**config.mk**
```make
export PLATFORM = sky130hd
export DESIGN_NAME = mpu6050_sample_assembler
export DESIGN_NICKNAME = d
export VERILOG_FILES = /design/src/rtl/mpu6050_sample_assembler.sv
export SDC_FILE = /design/constraint.sdc
export NUM_CORES = 1
export LEC_CHECK = 0
export ABC_AREA = 1
export BUFFER_PORTS_ARGS = -buffer_cell sky130_fd_sc_hd__clkbuf_2
export CAP_MARGIN = 5
export CORE_ASPECT_RATIO = 1.25
export CORE_MARGIN = 4
export CORE_UTILIZATION = 45
export DETAILED_ROUTE_END_ITERATION = 8
export PLACE_DENSITY_LB_ADDON = 0.15
export SKIP_CTS_REPAIR_TIMING = 1
export SLEW_MARGIN = 10
export SYNTH_ARGS = -nofsm -noshare
export SYNTH_HDL_FRONTEND = slang
export SYNTH_SLANG_ARGS = --single-unit
```
**constraint.sdc**
```tcl
create_clock -name clk -period 3.8 [get_ports clk]
set_input_delay 0 -clock clk [delete_from_list [all_inputs] [get_ports clk]]
set_output_delay 0 -clock clk [all_outputs]
set_load 0.02 [all_outputs]
```
**src/rtl/mpu6050_sample_assembler.sv**
```systemverilog
// MPU6050 sample assembler.
// Collects the 14 bytes of one sensor burst (accel xyz, temp, gyro xyz, big
// endian) written slot by slot by an I2C controller, then publishes them as
// seven signed words when the burst completes with every slot present. After
// each burst it idles RESCAN_INTERVAL cycles and asks the controller for the
// next one. Accel X/Y also drive hysteretic tilt flags.
//
// Ports
//   clk, reset_n         clock, async active-low reset
//   address[3:0], data   slot index / byte value, written while load=1
//   load                 slot write strobe
//   completed            controller holds a finished burst (level)
//   rescan               request for the next burst (level, RESCAN state only)
//   accel_*/temp/gyro_*  published signed sample words
//   sample_valid         1-cycle pulse: new sample published
//   frame_error          1-cycle pulse: burst ended with missing slots
//   tilt_*               hysteretic tilt flags from accel_x / accel_y
//   frame_count[7:0]     number of published samples, wrapping
module mpu6050_sample_assembler #(
  parameter int RESCAN_INTERVAL = 2500000,
  parameter int TILT_ON         = 4096,
  parameter int TILT_OFF        = 2048
) (
  input  logic               clk,
  input  logic               reset_n,
  input  logic [3:0]         address,
  input  logic [7:0]         data,
  input  logic               load,
  input  logic               completed,
  output logic               rescan,
  output logic signed [15:0] accel_x,
  output logic signed [15:0] accel_y,
  output logic signed [15:0] accel_z,
  output logic signed [15:0] temp,
  output logic signed [15:0] gyro_x,
  output logic signed [15:0] gyro_y,
  output logic signed [15:0] gyro_z,
  output logic               sample_valid,
  output logic               frame_error,
  output logic               tilt_left,
  output logic               tilt_right,
  output logic               tilt_fwd,
  output logic               tilt_back,
  output logic [7:0]         frame_count
);

  localparam int         NUM_SLOTS = 14;
  localparam int         NUM_WORDS = 7;
  localparam logic [31:0] CNT_LAST = 32'(RESCAN_INTERVAL - 1);

  typedef enum logic [1:0] {S_COLLECT, S_PUBLISH, S_WAIT, S_RESCAN} state_e;

  state_e                            state_q, state_d;
  logic [31:0]                       cnt_q, cnt_d;
  logic                              comp_prev_q;
  logic [NUM_SLOTS-1:0][7:0]         slot_q;
  logic [NUM_SLOTS-1:0]              mask_q;
  logic [NUM_WORDS-1:0][15:0]        word_q, word_w;
  logic                              sv_q, fe_q, rescan_q;
  logic                              tl_q, tr_q, tf_q, tb_q;
  logic                              tl_d, tr_d, tf_d, tb_d;
  logic [7:0]                        fc_q;
  logic                              mask_full;
  logic                              slot_wr;
  int                                ax_i, ay_i;

  assign mask_full = &mask_q;
  assign slot_wr   = (state_q == S_COLLECT) && load && (address <= 4'd13);

  // Word k is the big-endian pair {slot[2k], slot[2k+1]}.
  for (genvar k = 0; k < NUM_WORDS; k++) begin : g_word
    assign word_w[k] = {slot_q[2*k], slot_q[2*k+1]};
  end

  // ---------------------------------------------------------------- FSM
  always_comb begin
    state_d = state_q;
    cnt_d   = cnt_q;
    unique case (state_q)
      S_COLLECT: if (completed && !comp_prev_q) state_d = S_PUBLISH;
      S_PUBLISH: begin
        state_d = S_WAIT;
        cnt_d   = '0;
      end
      S_WAIT: begin
        if (cnt_q == CNT_LAST) state_d = S_RESCAN;
        else                   cnt_d   = cnt_q + 32'd1;
      end
      S_RESCAN: if (!completed) state_d = S_COLLECT;
      default:  state_d = S_COLLECT;
    endcase
  end

  always_ff @(posedge clk or negedge reset_n) begin
    if (!reset_n) begin
      state_q     <= S_COLLECT;
      cnt_q       <= '0;
      comp_prev_q <= 1'b0;
      rescan_q    <= 1'b0;
    end else begin
      state_q     <= state_d;
      cnt_q       <= cnt_d;
      comp_prev_q <= completed;
      // Registered from next state so rescan tracks the RESCAN state exactly.
      rescan_q    <= (state_d == S_RESCAN);
    end
  end

  // ------------------------------------------------------ slot storage
  always_ff @(posedge clk or negedge reset_n) begin
    if (!reset_n) begin
      slot_q <= '0;
      mask_q <= '0;
    end else begin
      if (slot_wr) begin
        slot_q[address] <= data;
        mask_q[address] <= 1'b1;
      end
      // Leaving RESCAN starts a fresh burst.
      if (state_q == S_RESCAN && !completed) mask_q <= '0;
    end
  end

  // ------------------------------------------------------ tilt next state
  // Thresholds are applied to the words about to be published.
  always_comb begin
    ax_i = int'($signed(word_w[0]));
    ay_i = int'($signed(word_w[1]));
    tr_d = tr_q;
    tl_d = tl_q;
    tf_d = tf_q;
    tb_d = tb_q;
    if (ax_i > TILT_ON)        tr_d = 1'b1;
    else if (ax_i < TILT_OFF)  tr_d = 1'b0;
    if (ax_i < -TILT_ON)       tl_d = 1'b1;
    else if (ax_i > -TILT_OFF) tl_d = 1'b0;
    if (ay_i > TILT_ON)        tf_d = 1'b1;
    else if (ay_i < TILT_OFF)  tf_d = 1'b0;
    if (ay_i < -TILT_ON)       tb_d = 1'b1;
    else if (ay_i > -TILT_OFF) tb_d = 1'b0;
  end

  // ------------------------------------------------------ publish
  always_ff @(posedge clk or negedge reset_n) begin
    if (!reset_n) begin
      word_q <= '0;
      sv_q   <= 1'b0;
      fe_q   <= 1'b0;
      fc_q   <= '0;
      tl_q   <= 1'b0;
      tr_q   <= 1'b0;
      tf_q   <= 1'b0;
      tb_q   <= 1'b0;
    end else begin
      sv_q <= 1'b0;
      fe_q <= 1'b0;
      if (state_q == S_PUBLISH) begin
        if (mask_full) begin
          word_q <= word_w;
          sv_q   <= 1'b1;
          fc_q   <= fc_q + 8'd1;
          tl_q   <= tl_d;
          tr_q   <= tr_d;
          tf_q   <= tf_d;
          tb_q   <= tb_d;
        end else begin
          fe_q   <= 1'b1;
        end
      end
    end
  end

  assign accel_x      = word_q[0];
  assign accel_y      = word_q[1];
  assign accel_z      = word_q[2];
  assign temp         = word_q[3];
  assign gyro_x       = word_q[4];
  assign gyro_y       = word_q[5];
  assign gyro_z       = word_q[6];
  assign sample_valid = sv_q;
  assign frame_error  = fe_q;
  assign rescan       = rescan_q;
  assign tilt_left    = tl_q;
  assign tilt_right   = tr_q;
  assign tilt_fwd     = tf_q;
  assign tilt_back    = tb_q;
  assign frame_count  = fc_q;

endmodule
```
; ---- Word level (Yosys, flattened, before mapping)
; Cells that the tools add are included.
[word_totals]
rom_bits = 0
n_memories = 0
latch_bits = 0
reg_bits = 288
ramBits = 0
input_bits = 16
out_inout_bits = 127
[classes]
n_mux = 25
n_eq_ne = 6
shifts = 0
multipliers = 0
div = 0
magnitude_cmp = 11
bitwise = 1
add_sub_neg = 2
n_reduce_logical = 21
[ops]
columns = op, count
row1 = bitwise mux 112 bit, 1
row2 = "less-than comparator 16 x 13 -> 1 bit, second input constant", 4
row3 = one-hot mux 32 bit (2 select lines), 1
row4 = AND reduction 16 bit, 4
row5 = "adder 32 x 1 -> 32 bit, second input constant", 1
row6 = demux 8 bit (select 4 bit), 1
row7 = "== test 32 x 22 -> 1 bit, second input constant", 1
row8 = "> comparator 16 x 12 -> 1 bit, second input constant", 2
row9 = "> comparator 16 x 14 -> 1 bit, second input constant", 2
row10 = 2-to-1 mux 32 bit, 1
row11 = 2-to-1 mux 14 bit, 2
row12 = AND reduction 15 bit, 1
row13 = bitwise OR 14 bit, 1
row14 = AND reduction 14 bit, 1
row15 = 2-to-1 mux 1 bit, 13
row16 = nonzero test 2 bit, 6
row17 = "adder 8 x 1 -> 8 bit, second input constant", 1
row18 = 2-to-1 mux 8 bit, 1
row19 = one-hot mux 2 bit (4 select lines), 1
row20 = "== test 2 bit, second input constant", 3
row21 = 2-to-1 mux 2 bit, 3
row22 = logical AND 1 bit, 5
row23 = "less-than comparator 4 x 5 -> 1 bit, second input constant", 1
row24 = demux 1 bit (select 4 bit), 1
row25 = 7 further kinds, 8

; ---- Depth between registers and ports, before layout
[logic_depth]
word_depth = 7
depth_mapped = 10

; ---- Worst setup path after synthesis
; OpenSTA, ideal clock, no wires.
[synth_timing]
path_kind = register -> register
start = register cnt_q[0]
end = register cnt_q[11]
stages_incl_launch_ff = 11
path_buffers = 1
arrival_ns = 1.482
slack_ns = 2.236
path_cell_list = dfrtp_1 ha_1 nand2_1 nor2_1 nand2_1 nor2_1 nand2_1 nand2_2 buf_4 nand3_1 o21ai_0
[synth_via]
elab_chain_len = 3
[synth_lines]
columns = element, line
row1 = start: declaration, 54  ; logic [31:0] cnt_q, cnt_d;
row2 = start signal: assignment, 102  ; cnt_q <= cnt_d;
row3 = adder 32 x 1 -> 32 bit or == test 32 x 22 -> 1 bit (tied branches), "87, 86"
row4 = 2-to-1 mux 32 bit or != test 2 bit (tied branches), n/a
row5 = one-hot mux 32 bit (2 select lines) or AND reduction 2 bit (tied branches), n/a
; Several ways; a longest one is shown, not always the timed one. The select of a mux whose other input is x is not followed.
; A chain may end at the register's enable or synchronous reset.

; ---- Worst setup path in the final report
[layout_timing]
start = register cnt_q[0]
end = register cnt_q[12]
; Same word-level chain as after synthesis.

==> results.md <==
* CP Launch Type: flip-flop
* Synthesis Warnings at 0
* CTS clk-pin slew, worst paths at 60 ps
* I/O Pins at 143
* Largest net degree at the start of global routing at 117
* Cell variety after synth at 28
* Synthesized area at 12000 µm²
* Total wire length at 29800 µm
* Worst EP arrival at 2840 ps
* H-Tree Depth at 1
* Drt initial violations at 723
* Total Neg Setup Slack at 0 ps
* Post-Synth XOR/XNOR Area at 0.0110
* Clock buffer count from CTS at 28
* Dpl hpwl at 20000 µm
* Pre-Repair DR Iteration Count at 5
* DR DRC count at 0
* Chip Width at 154 µm
* GRT Util Overall at 0.205
* ANT cells at 0
* Syn_area_per_cell at between 8 and 9 µm²
* Simple-gate share of the synthesized area at 0.255
* Initial core utilization at 0.458
* Largest family of logic cells by synthesized area: simple AND/OR/NAND/NOR gates
* Crit end category: flip-flop
* PortBufs at 142
* Max VDD drop at 313 µV
* Ratio of cells with drive above 1 in the final layout at 0.134
* Die Area at 29300 µm²
* Most frequent cells in the layout: 540 x nand2_1, 288 x dfrtp_1, 141 x clkbuf_2
* Clk sink count at 288
* Minimum hold slack at 96.2 ps
* Nets at 1531
* Worst-Skew Late Latency at 530 ps
* Worst hold path class: primary input to flip-flop
* Vias/cell at 5.06
* CP Class: flip-flop to flip-flop
* Area grow syn2layout at 16.0%
* Static Leakage at 7.15 nW
* Congestion Overflow GR at 0
* Mux contribution to synthesized area at 0
* Compound-Gate Fraction of Synth Area at 0.0745
* Finished Core Util at 0.532
* Peak Freq at 416 MHz
* Vias in the first global route at 9333
* First-pass GRT wire length at 48900 µm
* GP Congestion at between 0.9 and 1
* Via count at between 9000 and 10000
* Commonest non-fill, non-tap cell in the layout: nand2_1
* Row count at 66
* Part of the Yosys area used for sequential elements at 0.603
* Dominant cell type by area after synthesis: dfrtp_1
* Power Dens Cells at between 500 and 600 nW/µm²
* Wirelength per Cell at 15.9 µm
* CTS tree: yes
* Worst Path Max Fanout at 27
* Final hold violations at 0
* Initial antenna violation count at 0
* Status: complete, no violations
* Share of the synthesized area in the top cell type at 0.603
* Maximum Capacitance Violations at 0
* Minimum clock period at 2400 ps
* Crit path required time at 4240 ps
* Largest cells by area after synthesis: dfrtp_1 60%, nand2_1 17%, o21ai_0 5.5%
* Synth Instances at approximately 1400
* RSZ-0062 raised after global routing: false
* Final setup fails at 0
* CTS root buffer: clkbuf_16
* Max Clock Skew at 16.6 ps
* Relative slew slack at 0.314
* Final ANT Viol Nets at 0
* Synthesized-area fraction occupied by adder cells at 0.00209
* CORE AREA at 26100 µm²
* Tcrit/Tclk final at 0.632
* CTS Buffer Depth at 3
* Tightest Pin Transition at 1030 ps
* Synthesized Nets at 1402
* Max-slew violations at 0
* Die Ht at 190 µm
* FF+latch count, synth at 288
-- Yosys cell counts (all sizes together) --
cell type / count
nand2: 543
dfrtp: 288
nor3: 21
o21ai: 159
nand4: 30
nand3b: 1
ha: 2
or2: 1
xor2: 13
xnor2: 2
nor4: 2
inv: 101
nor3b: 4
nand3: 72
a21oi: 16
clkbuf: 30
buf: 25
and3: 1
nor2: 71
o21a: 2
-- area by class of cell --
cell class | instances | area [µm²]
inverter | 101 | 382
clock inverter | 8 | 97.6
sequential | 288 | 7210
timing repair buffer | 154 | 841
tap | 340 | 425
clock buffer | 41 | 821
multi-input combinational | 940 | 4100
fill | 2559 | 12200
-- cells by family (layout without fill, tap and decap cells) --
logic type | Yosys count | in the layout
xor+xnor | 15 | 15
buf+inv | 156 | 304
simple gates | 746 | 746
flops | 288 | 288
fa+ha+maj | 2 | 2
compound gates | 177 | 177
-- worst max-delay path, stage by stage (launching register included) --
cell and delay, ps:
dfrtp_1 390, ha_1 220, nand2_1 80, nor2_1 200, nand2_1 80, nor2_1 110
nand2_1 180, nand2_2 500, nand2_2 290, o21ai_0 250
-- final timing paths --
path / to / startpoint / slack, ps / cells after the start
setup / recovery: cnt_q[12]$_DFFE_PN0P_ / cnt_q[0]$_DFFE_PN0P_ / 1400 / 9
hold / removal: ay_i[4]$_DFFE_PN0P_ / data[4] / 100 / 3
setup reg to reg: cnt_q[12]$_DFFE_PN0P_ / cnt_q[0]$_DFFE_PN0P_ / 1400 / 9
hold reg to reg: accel_z[5]$_DFFE_PN0P_ / accel_z[5]$_DFFE_PN0P_ / 470 / 2
max in group asynchronous: slot_q[72]$_DFFE_PN0P_ / reset_n / 2640 / 3
min in group asynchronous: ay_i[5]$_DFFE_PN0P_ / reset_n / 140 / 2
-- routing by layer --
layer	share of wire	GRT usage	up-vias
met5	0	0	-
met4	0.034	0.0710	0
met3	0.041	0.0234	65
met2	0.49	0.353	213
met1	0.44	0.270	4524
li1	-	-	4670
-- where the power goes --
| group | internal (mW) | leakage [nW] | switching (mW) | total (mW) |
|---|---|---|---|---|
| combinational | 0.378 | 2.81 | 0.710 | 1.09 |
| sequential | 3.68 | 3.89 | 0.363 | 4.04 |
| clock | 1.63 | 0.454 | 1.15 | 2.77 |
-- metrics by stage --
step / setup WS [ps] / area, µm² / power, mW / instances
after floorplan: 2240 / 12000 / 4.81 / 1384
after global placement: 1530 / 12900 / 5.14 / 1821
after detailed placement: 1420 / 12900 / 5.19 / 1821
after CTS: 1400 / 13800 / 7.99 / 1870
after global routing: 1160 / 13900 / 8.38 / 1872
final: 1400 / 13900 / 7.90 / 1872
-- state kept, by name, indices dropped and copies added, names as in the netlist --
signal and flops:
tilt_right 1, tilt_fwd 1, temp 16, gyro_y 16, gyro_z 16, gyro_x 16, comp_prev_q 1, accel_y 16
state_q 2, mask_q 14, cnt_q 32, slot_q 80, tilt_left 1, frame_count 8, tilt_back 1, accel_x 16
accel_z 16, rescan 1, sample_valid 1, ay_i 16, ax_i 16, frame_error 1
(Power assumes the default switching activity.)
